<file path="config.mk">
export PLATFORM = sky130hd
export DESIGN_NAME = mips_fetch_unit
export DESIGN_NICKNAME = d
export VERILOG_FILES = /design/src/rtl/mips_fetch_unit.sv
export SDC_FILE = /design/constraint.sdc
export NUM_CORES = 1
export LEC_CHECK = 0
export CAP_MARGIN = 30
export CORE_MARGIN = 2
export CORE_UTILIZATION = 49
export CTS_BUF_LIST = sky130_fd_sc_hd__clkbuf_8 sky130_fd_sc_hd__clkbuf_16
export DETAILED_ROUTE_END_ITERATION = 6
export PLACE_DENSITY = 0.85
export SETUP_SLACK_MARGIN = 0.02
export SYNTH_ARGS = -nofsm -noshare
export SYNTH_HDL_FRONTEND = slang
export SYNTH_SLANG_ARGS = --single-unit
</file>
<file path="constraint.sdc">
create_clock -name clk -period 3.6 [get_ports clk]
set_input_delay 0.72 -clock clk [delete_from_list [all_inputs] [get_ports clk]]
set_output_delay 0.72 -clock clk [all_outputs]
set_load 0.01 [all_outputs]
</file>
<file path="src/rtl/mips_fetch_unit.sv">
// ---------------------------------------------------------------------------
// mips_fetch_unit
//
// Instruction-fetch stage for the single-issue MIPS core. Holds the program
// counter, drives the word-indexed instruction ROM, and keeps a one-entry
// IF/ID register that is handed to decode with a valid/ready handshake.
// Branch/jump redirects from execute reload the PC and flush the IF/ID entry.
//
// Parameters
//   WIDTH     data/address width
//   RESET_PC  byte address of the first fetch after reset
//
// Ports
//   clk                 rising-edge clock
//   rst_n               asynchronous active-low reset
//   o_imem_addr         word index presented to the ROM ({2'b00, pc[WIDTH-1:2]})
//   i_imem_rd           ROM read data, combinational from o_imem_addr
//   i_halt              stop starting new fetches; the IF/ID entry still drains
//   i_redirect_valid    taken branch/jump this cycle
//   i_redirect_pc       byte target of the redirect
//   o_id_valid          IF/ID entry holds a valid instruction
//   i_id_ready          decode accepts the entry this cycle
//   o_id_instr          fetched instruction
//   o_id_pc             byte address of o_id_instr
//   o_id_pc_plus4       o_id_pc + 4 (link value)
//   o_misalign_err      sticky flag, set by a redirect to a non-word address
// ---------------------------------------------------------------------------
module mips_fetch_unit #(
    parameter int               WIDTH    = 32,
    parameter logic [WIDTH-1:0] RESET_PC = '0
) (
    input  logic             clk,
    input  logic             rst_n,
    output logic [WIDTH-1:0] o_imem_addr,
    input  logic [WIDTH-1:0] i_imem_rd,
    input  logic             i_halt,
    input  logic             i_redirect_valid,
    input  logic [WIDTH-1:0] i_redirect_pc,
    output logic             o_id_valid,
    input  logic             i_id_ready,
    output logic [WIDTH-1:0] o_id_instr,
    output logic [WIDTH-1:0] o_id_pc,
    output logic [WIDTH-1:0] o_id_pc_plus4,
    output logic             o_misalign_err
);

    // PC reset value with the byte offset forced to zero so pc[1:0] is
    // always 00, even if RESET_PC is given with stray low bits.
    localparam logic [WIDTH-1:0] RESET_PC_ALIGNED = {RESET_PC[WIDTH-1:2], 2'b00};

    // Architectural state
    logic [WIDTH-1:0] r_pc;
    logic             r_id_valid;
    logic [WIDTH-1:0] r_id_instr;
    logic [WIDTH-1:0] r_id_pc;
    logic [WIDTH-1:0] r_id_pc_plus4;
    logic             r_misalign_err;

    // Handshake qualifiers and next-state values
    logic             w_take;
    logic             w_slot_free;
    logic             w_fetch;
    logic [WIDTH-1:0] w_pc_plus4;
    logic [WIDTH-1:0] w_redirect_target;
    logic             w_redirect_misaligned;

    logic [WIDTH-1:0] w_pc_next;
    logic             w_id_valid_next;
    logic [WIDTH-1:0] w_id_instr_next;
    logic [WIDTH-1:0] w_id_pc_next;
    logic [WIDTH-1:0] w_id_pc_plus4_next;
    logic             w_misalign_err_next;

    // The ROM is word addressed, so only the word index of the PC leaves
    // this block; the two byte-offset bits are replaced by zeros at the top.
    assign o_imem_addr = {2'b00, r_pc[WIDTH-1:2]};

    // The IF/ID slot can accept a new instruction when it is empty or when
    // decode is emptying it this very cycle. A redirect suppresses the fetch
    // because the instruction at the current PC is on the wrong path.
    assign w_take                = r_id_valid & i_id_ready;
    assign w_slot_free           = ~r_id_valid | i_id_ready;
    assign w_fetch               = w_slot_free & ~i_halt & ~i_redirect_valid;

    // Wraps modulo 2^WIDTH with no error indication.
    assign w_pc_plus4            = r_pc + WIDTH'(4);

    // The low two bits of a redirect target are dropped for the PC, but a
    // non-zero offset is remembered in the sticky error flag.
    assign w_redirect_target     = {i_redirect_pc[WIDTH-1:2], 2'b00};
    assign w_redirect_misaligned = |i_redirect_pc[1:0];

    // Next-state selection. Redirect has priority over fetch; when neither
    // happens the entry only drops its valid bit if decode took it, so the
    // payload stays stable while decode stalls.
    always_comb begin
        w_pc_next           = r_pc;
        w_id_valid_next     = r_id_valid & ~w_take;
        w_id_instr_next     = r_id_instr;
        w_id_pc_next        = r_id_pc;
        w_id_pc_plus4_next  = r_id_pc_plus4;
        w_misalign_err_next = r_misalign_err;

        if (i_redirect_valid) begin
            w_pc_next           = w_redirect_target;
            w_id_valid_next     = 1'b0;
            w_misalign_err_next = r_misalign_err | w_redirect_misaligned;
        end else if (w_fetch) begin
            w_pc_next          = w_pc_plus4;
            w_id_valid_next    = 1'b1;
            w_id_instr_next    = i_imem_rd;
            w_id_pc_next       = r_pc;
            w_id_pc_plus4_next = w_pc_plus4;
        end
    end

    // State register. Reset returns everything to a NOP-filled, empty IF/ID
    // entry with the PC at the reset vector; the first fetch happens on the
    // first rising edge after rst_n is released.
    always_ff @(posedge clk or negedge rst_n) begin
        if (!rst_n) begin
            r_pc           <= RESET_PC_ALIGNED;
            r_id_valid     <= 1'b0;
            r_id_instr     <= '0;
            r_id_pc        <= '0;
            r_id_pc_plus4  <= '0;
            r_misalign_err <= 1'b0;
        end else begin
            r_pc           <= w_pc_next;
            r_id_valid     <= w_id_valid_next;
            r_id_instr     <= w_id_instr_next;
            r_id_pc        <= w_id_pc_next;
            r_id_pc_plus4  <= w_id_pc_plus4_next;
            r_misalign_err <= w_misalign_err_next;
        end
    end

    assign o_id_valid     = r_id_valid;
    assign o_id_instr     = r_id_instr;
    assign o_id_pc        = r_id_pc;
    assign o_id_pc_plus4  = r_id_pc_plus4;
    assign o_misalign_err = r_misalign_err;

endmodule

</file>
* Word level (Yosys, flattened, before mapping)
Cells that the tools add are included.
Widths: inputs -> output; s select.
** Operators by class
- Add/sub/neg operators :: 1
- Multiplexer cells :: 4
- Bitwise logic cells :: 10
- Reductions and logical operators :: 3
** Operators with widths (count)
- $mux 32 :: 2
- $add 32x3->32 const B :: 1
- $and 1x1->1 :: 4
- $not 1->1 :: 4
- $mux 1 :: 2
- $or 1x1->1 :: 2
- $reduce_and 2->1 :: 1
- $reduce_bool 2->1 :: 1
- $reduce_or 2->1 :: 1
** Word-level totals
- Register bits :: 130
- Input bits :: 69

* Logic depth before layout (Yosys ltp)
Gate-level depths: netlist of the first run.
- Word-level depth :: 6
- Mapped depth :: 8
- Depth with buffers taken out :: 6

* Worst setup path after synthesis of the first run
Ideal clock, no wire load.
- Kind :: input to register
- Start :: in i_id_ready
- End :: reg r_id_pc[17], in the netlist o_id_pc[17]
- Setup time :: 0.133 ns
- Data arrival time :: 1.844 ns
- Path slack :: 1.623 ns
- Stages on the path :: 7
- Buffers on the path :: 3
- Path through :: nand2b_1 -> nor2b_1 -> clkbuf_1 -> nand2_1 -> clkbuf_1 -> clkbuf_1 -> o21ai_0
** Between the ends
- Word-level cells in the longest chain between the ends :: 4
** Ends and longest elaborated chain
- from (decl) :: line 40 : input logic i_id_ready,
- $or 1x1->1 :: line 82 : assign w_slot_free = ~r_id_valid | i_id_ready;
- $and 1x1->1 (2 in a row) :: line 83 : assign w_fetch = w_slot_free & ~i_halt & ~i_redirect_valid;
- $reduce_and 2->1 (no source line)
- to (signal assigned) :: line 132 : r_id_pc <= w_id_pc_next;
- to (decl) :: line 55 : logic [WIDTH-1:0] r_id_pc;
No other way between the ends.
A chain may end at the register's enable or synchronous reset.

* Final worst setup path of the first run
- Start :: in i_id_ready
- End :: reg r_id_instr[14], in the netlist o_id_instr[14]
** Between the ends
- Word-level cells in the longest chain between the ends :: 4
** Ends and longest elaborated chain
- $or 1x1->1 :: line 82
- $and 1x1->1 (2 in a row) :: line 83
- $reduce_and 2->1 (no source line)
- to (signal assigned) :: line 131 : r_id_instr <= w_id_instr_next;
- to (decl) :: line 54 : logic [WIDTH-1:0] r_id_instr;
No other way between the ends.

==> results of run 1 <==
placed cells by master (no fill, tap or decap), types with 2 or more instances in the layout:
cell	Yosys	final
nand3_1	20	20
clkinv_2	0	3
o21ai_1	3	3
nor4_2	2	2
inv_1	3	7
nand2_1	261	260
nor3_1	6	6
conb_1	1	6
nand2b_1	3	3
nor2_1	12	11
xor2_1	37	37
o21ai_0	56	56
nand4_1	17	17
buf_12	0	2
or3_1	2	2
and3_1	6	6
buf_4	7	7
clkbuf_16	0	17
dfrtp_1	124	124
clkbuf_8	0	3
bufinv_16	0	3
clkdlybuf4s50_1	0	190
and4_1	3	3
xnor2_1	18	18
area by class of cell:
cell class | instances | area [sq um] | share of cell area, %
sequential | 124 | 3100 | 37.6
multi-input combinational | 465 | 2330 | 28.2
timing repair buffer | 201 | 2030 | 24.6
clock buffer | 20 | 467 | 5.66
tap | 143 | 179 | 2.17
clock inverter | 11 | 128 | 1.55
inverter | 3 | 11.3 | 0.137
worst max-delay path, delay by kind of cell:
kind,cells,cell delay (ps)
buf+inv,2,830
simple gates,5,1140
stage by stage:
step                      power (mW)  utilization (%)  cells
after global routing            4.59             72.8    967
after floorplan                 2.11                -    643
after detailed placement        2.71             67.3    935
after global placement          2.67             67.3    935
final                           4.40             72.8    967
after CTS                       4.42             72.6    966
flip-flops by register name (all words and copies together) (netlist names):
signal / flops
o_id_instr: 32
o_id_valid: 1
o_id_pc: 30
o_misalign_err: 1
o_id_pc_plus4: 30
r_pc: 30
how the worst max path moves through the flow:
stage | start | end | depth (start not counted)
global placement | i_id_ready | o_id_pc[10]$_DFFE_PN0P_ | 7
global route | i_id_ready | o_id_instr[14]$_DFFE_PN0P_ | 7
detailed placement | i_id_ready | o_id_instr[14]$_DFFE_PN0P_ | 7
CTS | i_id_ready | o_id_instr[14]$_DFFE_PN0P_ | 7
finish | i_id_ready | o_id_instr[14]$_DFFE_PN0P_ | 7
floorplan | i_id_ready | o_id_pc[17]$_DFFE_PN0P_ | 7
report_power, final:
part | internal [mW] | switching, mW
clock | 1.12 | 0.581
sequential | 1.59 | 0.170
combinational | 0.515 | 0.413
logic make-up (layout without fill, tap and decap cells):
logic type | after synthesis | after routing | synth area share (%)
fa+ha+maj | 1 | 1 | 0.222
simple gates | 339 | 339 | 25.8
xor+xnor | 55 | 55 | 8.53
other cells | 1 | 6 | 0.0664
compound gates | 62 | 62 | 5.56
mux | 2 | 2 | 0.377
buf+inv | 54 | 235 | 4.45
flops | 124 | 124 | 55.0
per-layer routing:
layer  up-vias  GRT usage (%)  wire length (um)
met4         0           9.88               453
met1      2431           31.7              6340
met3        38           7.73              1050
met5         -              0                 0
li1       2389              -                 -
met2       226           43.7              7830
==> flow_summary.yaml, run 1 <==
sta:
  tns_ps: 0
  slew_headroom_pct: 46.6
  rsz0062_at_grt: "no"
  setup_violations: 0
  period_share_pct: 65.9
  timing.fmax_ghz: 0.422
  fin_skew_ps: 11.3
  slew_viol_final: 0
  whs_ps: 128
  period_minus_slack_ps: 2370
  timing.final.ws_setup_ps: 1230
  hold_viol: 0
  worst_pin_slew_ps: 795
placement:
  globalplace.congestion: 0.811
  dp_slack_ps: 782
  place_area_sq_um: 7620
  place_hpwl_mm: 10.6
  port_buffers: 192
floorplanning:
  ios: 199
  row_count: 39
  initial_utilization_pct: 49.9
  dieHeight_um: 111
  dieWidth_um: 111
  core_area_sq_um: 11300
  die-area_sq_um: 12400
setup_path:
  ff2ff_path_depth: 5
  critPathKind: "in -> reg"
  worstPathArrival_ps: 2710
  r2r_end: "r_pc[25]$_DFFE_PN0P_"
  path_max_fanout: 24
  critPathLaunchType: "input pin"
  required_ps: 3940
  crit_path_cell_trace: "clkdlybuf4s50_1 -> nand2b_1 -> nand2b_1 -> nor2_4 -> buf_4 -> nand2_1 -> nand2_1"
  r2r-start: "r_pc[4]$_DFFE_PN0P_"
  slowest_stage: "nor2_4"
  rrSetupSlack_ps: 1320
  cp-end-kind: "flip-flop"
  crit_path_max_incr_delay_ps: 550
global_route:
  grt_antenna_before_repair: 0
  grt_first_pass_wirelength_mm: 25.7
  grt_usage_pct: 25.9
  grt_overflow: 0
  grt_pass1_vias: 5149
  grt_max_degree: 78
run_status:
  status: "finished, final reports clean"
layout:
  fill_cells: 847
  diodes: 0
  design_area_sq_um: 8240
  area_delta_synth_final_pct: 46.0
  drive_above_1_share_pct: 5.83
  nets: 882
logic_synthesis:
  ys_ff_latch: 124
  avgSynthCellArea_sq_um: 8.85
  synth.most_common_cell: "nand2_1"
  yosys-top-cells-count: "nand2_1 (261), dfrtp_1 (124), o21ai_0 (56), xor2_1 (37), clkbuf_1 (31)"
  yosysWarnings: 0
  synth_top_area_share_pct: 55.0
  yosysSeqAreaShare_pct: 55.0
  async_reset_ff_share_pct: 100
  synth.largest_area_cell: "dfrtp_1"
  ys.flop_type: "dfrtp_1"
  syn-cell-area_sq_um: 5650
  synth-edff-count: 0
  synthCells: 638
  synthDistinctLibCells: 35
  synth_area_leaders: "dfrtp_1 (55%), nand2_1 (17%), xor2_1 (5.7%)"
run:
  cap_violations: 0
clock_network:
  cts.clk_slew.worst_paths_ps: 50
  cts.sinks: 124
  cts_max_level: 4
  clock_latency_ps: 410
  clockBufferDepth: 2
  cts-root-buf: "clkbuf_16"
  post_cts_buffers: 0
  cts_hold_buf: 0
  cts_made_buffers: 17
  cts.repair.resized: 0
  cts_tree: "done"
detailed_routing:
  drcViolationCount: 0
  antenna_left: 0
  num_vias: 5084
  wl_mm: 15.7
  drtIter0Drc: 316
  drt-pass1-iter-count: 5
  wl_per_cell_um: 16.2
  routed_via_density: 5.26
power_and_ir_drop:
  ir_worst_vdd_uv: 321
  power_density_nw_per_um2: 533
  cellLeakagePower_nw: 3.69
hold_path:
  hold_path_class: "in -> async"
Note: power is estimated with default switching activity, not from simulation.
==> run 2, diff against run 1 <==
Settings changed: CORE_UTILIZATION 49 to 45, PLACE_DENSITY 0.85 to 0.79.
Clock period 3.6 ns to 2.4 ns, I/O delays scaled along.
==> flow_summary.yaml, run 2 (synthesis results as in run 1) <==
placement:
  port_buffers: 192
  place_area_sq_um: 7780
  place_hpwl_mm: 11.3
  globalplace.congestion: 0.822
layout:
  fill_cells: 995
  diodes: 0
  final_common_cell: "nand2_1"
  area_delta_synth_final_pct: 48.4
  nets: 896
  drive_above_1_share_pct: 7.63
  final_cell_mix: "nand2_1 (260), clkdlybuf4s50_1 (190), dfrtp_1 (124)"
  fin_util_pct: 69.2
  design_area_sq_um: 8380
  largest_register_ff_count: 32
setup_path:
  worstPathArrival_ps: 2380
  cp-end-kind: "flip-flop"
  rrSetupSlack_ps: 340
  path_max_fanout: 12
  critPathLaunchType: "flip-flop"
  required_ps: 2720
  r2r-start: "r_pc[4]$_DFFE_PN0P_"
  ff2ff_path_depth: 6
  critPathKind: "reg -> reg"
  r2r_end: "r_pc[15]$_DFFE_PN0P_"
sta:
  rsz0062_at_grt: "no"
  slew_viol_final: 0
  timing.fmax_ghz: 0.485
  tns_ps: 0
  period_minus_slack_ps: 2060
  hold_viol: 0
  slew_headroom_pct: 53.1
  setup_violations: 0
  fin_skew_ps: 10.5
  worst_pin_slew_ps: 703
  period_share_pct: 85.9
detailed_routing:
  wl_per_cell_um: 15.8
  drt-pass1-iter-count: 4
  drcViolationCount: 0
  wl_mm: 15.9
  num_vias: 5133
  antenna_left: 0
  routed_via_density: 5.10
  drtIter0Drc: 436
clock_network:
  cts.sinks: 124
  cts_max_level: 4
  cts_made_buffers: 17
  cts-root-buf: "clkbuf_16"
  clockBufferDepth: 2
  cts_tree: "done"
  cts.repair.resized: 0
  cts_hold_buf: 0
  post_cts_buffers: 0
  cts.clk_slew.worst_paths_ps: 50
  clock_latency_ps: 410
global_route:
  grt_max_degree: 53
  grt_use_met1_pct: 31.9
  met2_usage_pct: 40.7
  busiest_layer: "met2"
  grt_first_pass_wirelength_mm: 25.6
  use_met3_pct: 5.81
  grt_antenna_before_repair: 0
  grt_usage_pct: 24.6
  grt_overflow: 0
  grt_pass1_vias: 5209
floorplanning:
  ios: 199
  row_count: 40
  core_area_sq_um: 12100
  die-area_sq_um: 13500
  dieHeight_um: 116
  dieWidth_um: 116
  initial_utilization_pct: 46.6
run_status:
  status: "finished, final reports clean"
hold_path:
  hold_path_class: "in -> async"
power_and_ir_drop:
  cellLeakagePower_nw: 3.75
  power_density_nw_per_um2: 794
  ir_worst_vdd_uv: 425
run:
  cap_violations: 0
[run 2: cell count changes in the layout (fill, tap and decap cells not counted)]
| cell | previous run | this run |
|---|---|---|
| clkbuf_8 | 3 | 2 |
| clkinv_4 | 0 | 2 |
| clkinvlp_4 | 1 | 3 |
| clkinv_2 | 3 | 2 |
| inv_1 | 7 | 6 |
| buf_12 | 2 | 3 |
| buf_16 | 1 | 0 |
| buf_4 | 7 | 21 |
[run 2: power by group]
| part | total (mW) | switching (mW) | internal (mW) |
|---|---|---|---|
| logic | 1.43 | 0.637 | 0.792 |
| registers | 2.63 | 0.241 | 2.39 |
| clock network | 2.60 | 0.923 | 1.67 |
| total | 6.66 | 1.80 | 4.86 |
[run 2: worst max-delay path by stage]
stage | startpoint | end | slack [ps]
after global placement | i_id_ready | r_pc[31]$_DFFE_PN0P_ | 250
after global routing | r_pc[4]$_DFFE_PN0P_ | r_pc[31]$_DFFE_PN0P_ | 160
after floorplan | r_pc[2]$_DFFE_PN0P_ | r_pc[20]$_DFFE_PN0P_ | 560
after detailed placement | i_id_ready | r_pc[31]$_DFFE_PN0P_ | 190
after CTS | r_pc[4]$_DFFE_PN0P_ | r_pc[15]$_DFFE_PN0P_ | 350
final | r_pc[4]$_DFFE_PN0P_ | r_pc[15]$_DFFE_PN0P_ | 340
[run 2: routing by layer]
layer / wire (um) / vias up
met5: 0 / -
met4: 284 / 0
met3: 1030 / 27
met2: 7900 / 194
met1: 6720 / 2507
li1: - / 2405
[run 2: per-stage QoR]
stage | hold slack (ps) | power (mW) | instances | setup slack (ps)
floorplan | 184 | 3.16 | 643 | 561
global placement | 451 | 4.05 | 975 | 247
detailed placement | 462 | 4.10 | 975 | 190
CTS | 124 | 6.70 | 1007 | 345
global route | 154 | 6.95 | 1007 | 156
finish | 101 | 6.66 | 1007 | 337
[run 2: cell type report]
type / instances / area [sq um] / area share (%)
well taps: 168 / 210 / 2.51
multi-input cells: 465 / 2330 / 27.8
inverters: 3 / 11.3 / 0.134
flip-flops and latches: 124 / 3100 / 37.0
repair buffers: 215 / 2120 / 25.3
clock buffers: 19 / 453 / 5.40
clock inverters: 13 / 151 / 1.81
[run 2: critical path: stages (launching register included)]
cell	delay, ps
dfrtp_1	530
nand3_1	370
nor4_4	320
buf_4	270
nand4_1	130
xor2_1	170
o21ai_0	180
==> run 3, diff against run 2 <==
Settings changed: ABC_AREA set to 1.
==> flow_summary.yaml, run 3 <==
global_route:
  grt_antenna_before_repair: 0
  grt_pass1_vias: 5196
  grt_first_pass_wirelength_mm: 25.9
  grt_max_degree: 125
  grt_usage_pct: 25.3
  grt_overflow: 0
run:
  cap_violations: 0
sta:
  whs_ps: 91.6
  slew_headroom_pct: 50.9
  timing.final.ws_setup_ps: 442
  setup_violations: 0
  tns_ps: 0
  rsz0062_at_grt: "no"
  period_minus_slack_ps: 1960
  worst_pin_slew_ps: 736
  slew_viol_final: 0
  timing.fmax_ghz: 0.511
  period_share_pct: 81.6
  fin_skew_ps: 5.54
  hold_viol: 0
setup_path:
  worstPathArrival_ps: 1480
  critPathLaunchType: "flip-flop"
  slowest_stage: "clkdlybuf4s50_1"
  crit_path_cell_trace: "clkdlybuf4s50_1"
  critPathCapture: "o_imem_addr[6]"
  cp-end-kind: "output pin"
  cp.buffers_inverters: 1
  cp.depth: 1
  crit_family: "buffers and inverters"
  critPathKind: "reg -> out"
  path_max_fanout: 6
  required_ps: 1920
  r2r-start: "r_pc[3]$_DFFE_PN0P_"
  crit_path_max_incr_delay_ps: 610
  r2r_end: "r_pc[12]$_DFFE_PN0P_"
  startpoint: "r_pc[8]$_DFFE_PN0P_"
  ff2ff_path_depth: 8
  rrSetupSlack_ps: 770
clock_network:
  cts.sinks: 124
  clock_latency_ps: 410
  clockBufferDepth: 2
  cts_made_buffers: 17
  cts_tree: "done"
  cts-root-buf: "clkbuf_16"
  cts_max_level: 4
  post_cts_buffers: 0
  cts.clk_slew.worst_paths_ps: 50
  cts.repair.resized: 0
  cts_hold_buf: 0
detailed_routing:
  met1_length_mm: 7.14
  wl_mm: 15.9
  dr_wl_met3_mm: 1.43
  drcViolationCount: 0
  antenna_left: 0
  drtIter0Drc: 422
  drt-pass1-iter-count: 4
  num_vias: 5211
  routed_via_density: 4.84
  wl_per_cell_um: 14.8
  dr_wl_met2_mm: 7.02
  routed.top_layer: "met4"
placement:
  globalplace.congestion: 0.849
  port_buffers: 192
  dp_slack_ps: 289
  place_hpwl_mm: 11.1
logic_synthesis:
  synth-edff-count: 0
  synthDistinctLibCells: 24
  ys.flop_type: "dfrtp_1"
  async_reset_ff_share_pct: 100
  yosysWarnings: 0
  syn-cell-area_sq_um: 5580
  avgSynthCellArea_sq_um: 7.96
  synth.most_common_cell: "nand2_1"
  synth.largest_area_cell: "dfrtp_1"
  synth_top_area_share_pct: 55.6
  yosysSeqAreaShare_pct: 55.6
  synth_area_leaders: "dfrtp_1 (56%), nand2_1 (22%), nand3_1 (4.6%)"
  synthCells: 701
  yosys-top-cells-count: "nand2_1 (334), dfrtp_1 (124), inv_1 (51), nand3_1 (51), o21ai_0 (47)"
  ys_ff_latch: 124
floorplanning:
  dieWidth_um: 115
  dieHeight_um: 115
  die-area_sq_um: 13300
  ios: 199
  core_area_sq_um: 12100
  row_count: 40
  initial_utilization_pct: 46.2
layout:
  final_cell_mix: "nand2_1 (334), clkdlybuf4s50_1 (191), dfrtp_1 (124)"
  seq_area_sq_um: 3100
  area_delta_synth_final_pct: 47.4
  diodes: 0
  multi_input_comb_area_sq_um: 2140
  nets: 965
  final_common_cell: "nand2_1"
  fin_util_pct: 68.2
  largest_register_ff_count: 32
  fill_cells: 1003
  drive_above_1_share_pct: 6.39
run_status:
  status: "finished, final reports clean"
power_and_ir_drop:
  ir_worst_vdd_uv: 454
  cellLeakagePower_nw: 4.00
  power_mw: 6.50
  power_density_nw_per_um2: 790
hold_path:
  hold_path_class: "in -> async"
[run 3: worst min-delay path by stage]
stage                                          from                         to  slack, ps
after global placement       o_id_pc[8]$_DFFE_PN0P_     o_id_pc[8]$_DFFE_PN0P_        450
after floorplan                               rst_n  o_id_instr[0]$_DFFE_PN0P_        180
final                                         rst_n  o_id_instr[3]$_DFFE_PN0P_         90
after detailed placement  o_id_instr[5]$_DFFE_PN0P_  o_id_instr[5]$_DFFE_PN0P_        460
after CTS                                     rst_n  o_id_instr[3]$_DFFE_PN0P_        200
after global routing                          rst_n  o_id_instr[3]$_DFFE_PN0P_        190
[run 3: layout make-up]
class / count / area share, %
flip-flops and latches: 124 / 37.7
repair buffers: 201 / 24.5
inverters: 52 / 2.39
multi-input cells: 499 / 26.1
well taps: 168 / 2.56
clock buffers: 21 / 5.84
clock inverters: 11 / 0.928
[run 3: layer usage]
| layer | GRT usage, % | vias up |
|---|---|---|
| li1 | - | 2552 |
| met1 | 34.7 | 2400 |
| met2 | 37.8 | 235 |
| met3 | 7.70 | 24 |
| met4 | 10.3 | 0 |
| met5 | 0 | - |
[run 3: through the flow]
step	cell area (sq um)	cells
floorplan	5600	706
global placement	7660	1044
detailed placement	7660	1044
CTS	8220	1076
global route	8220	1076
finish	8220	1076
[run 3: kinds of logic (layout without fill, tap and decap cells)]
logic type / Yosys count / in the layout / synth area share [%]
simple gates: 434 / 434 / 32.0
fa+ha+maj: 1 / 1 / 0.224
other cells: 1 / 6 / 0.0672
compound gates: 54 / 54 / 5.11
flops: 124 / 124 / 55.6
buf+inv: 83 / 285 / 6.37
xor+xnor: 4 / 4 / 0.628
[run 3: report_power, final]
part / total (mW) / leakage [nW] / switching, mW / internal, mW
combinational: 1.48 / 2.16 / 0.679 / 0.799
sequential: 2.64 / 1.54 / 0.239 / 2.41
clock: 2.38 / 0.296 / 0.869 / 1.51
total: 6.50 / 4.00 / 1.79 / 4.71
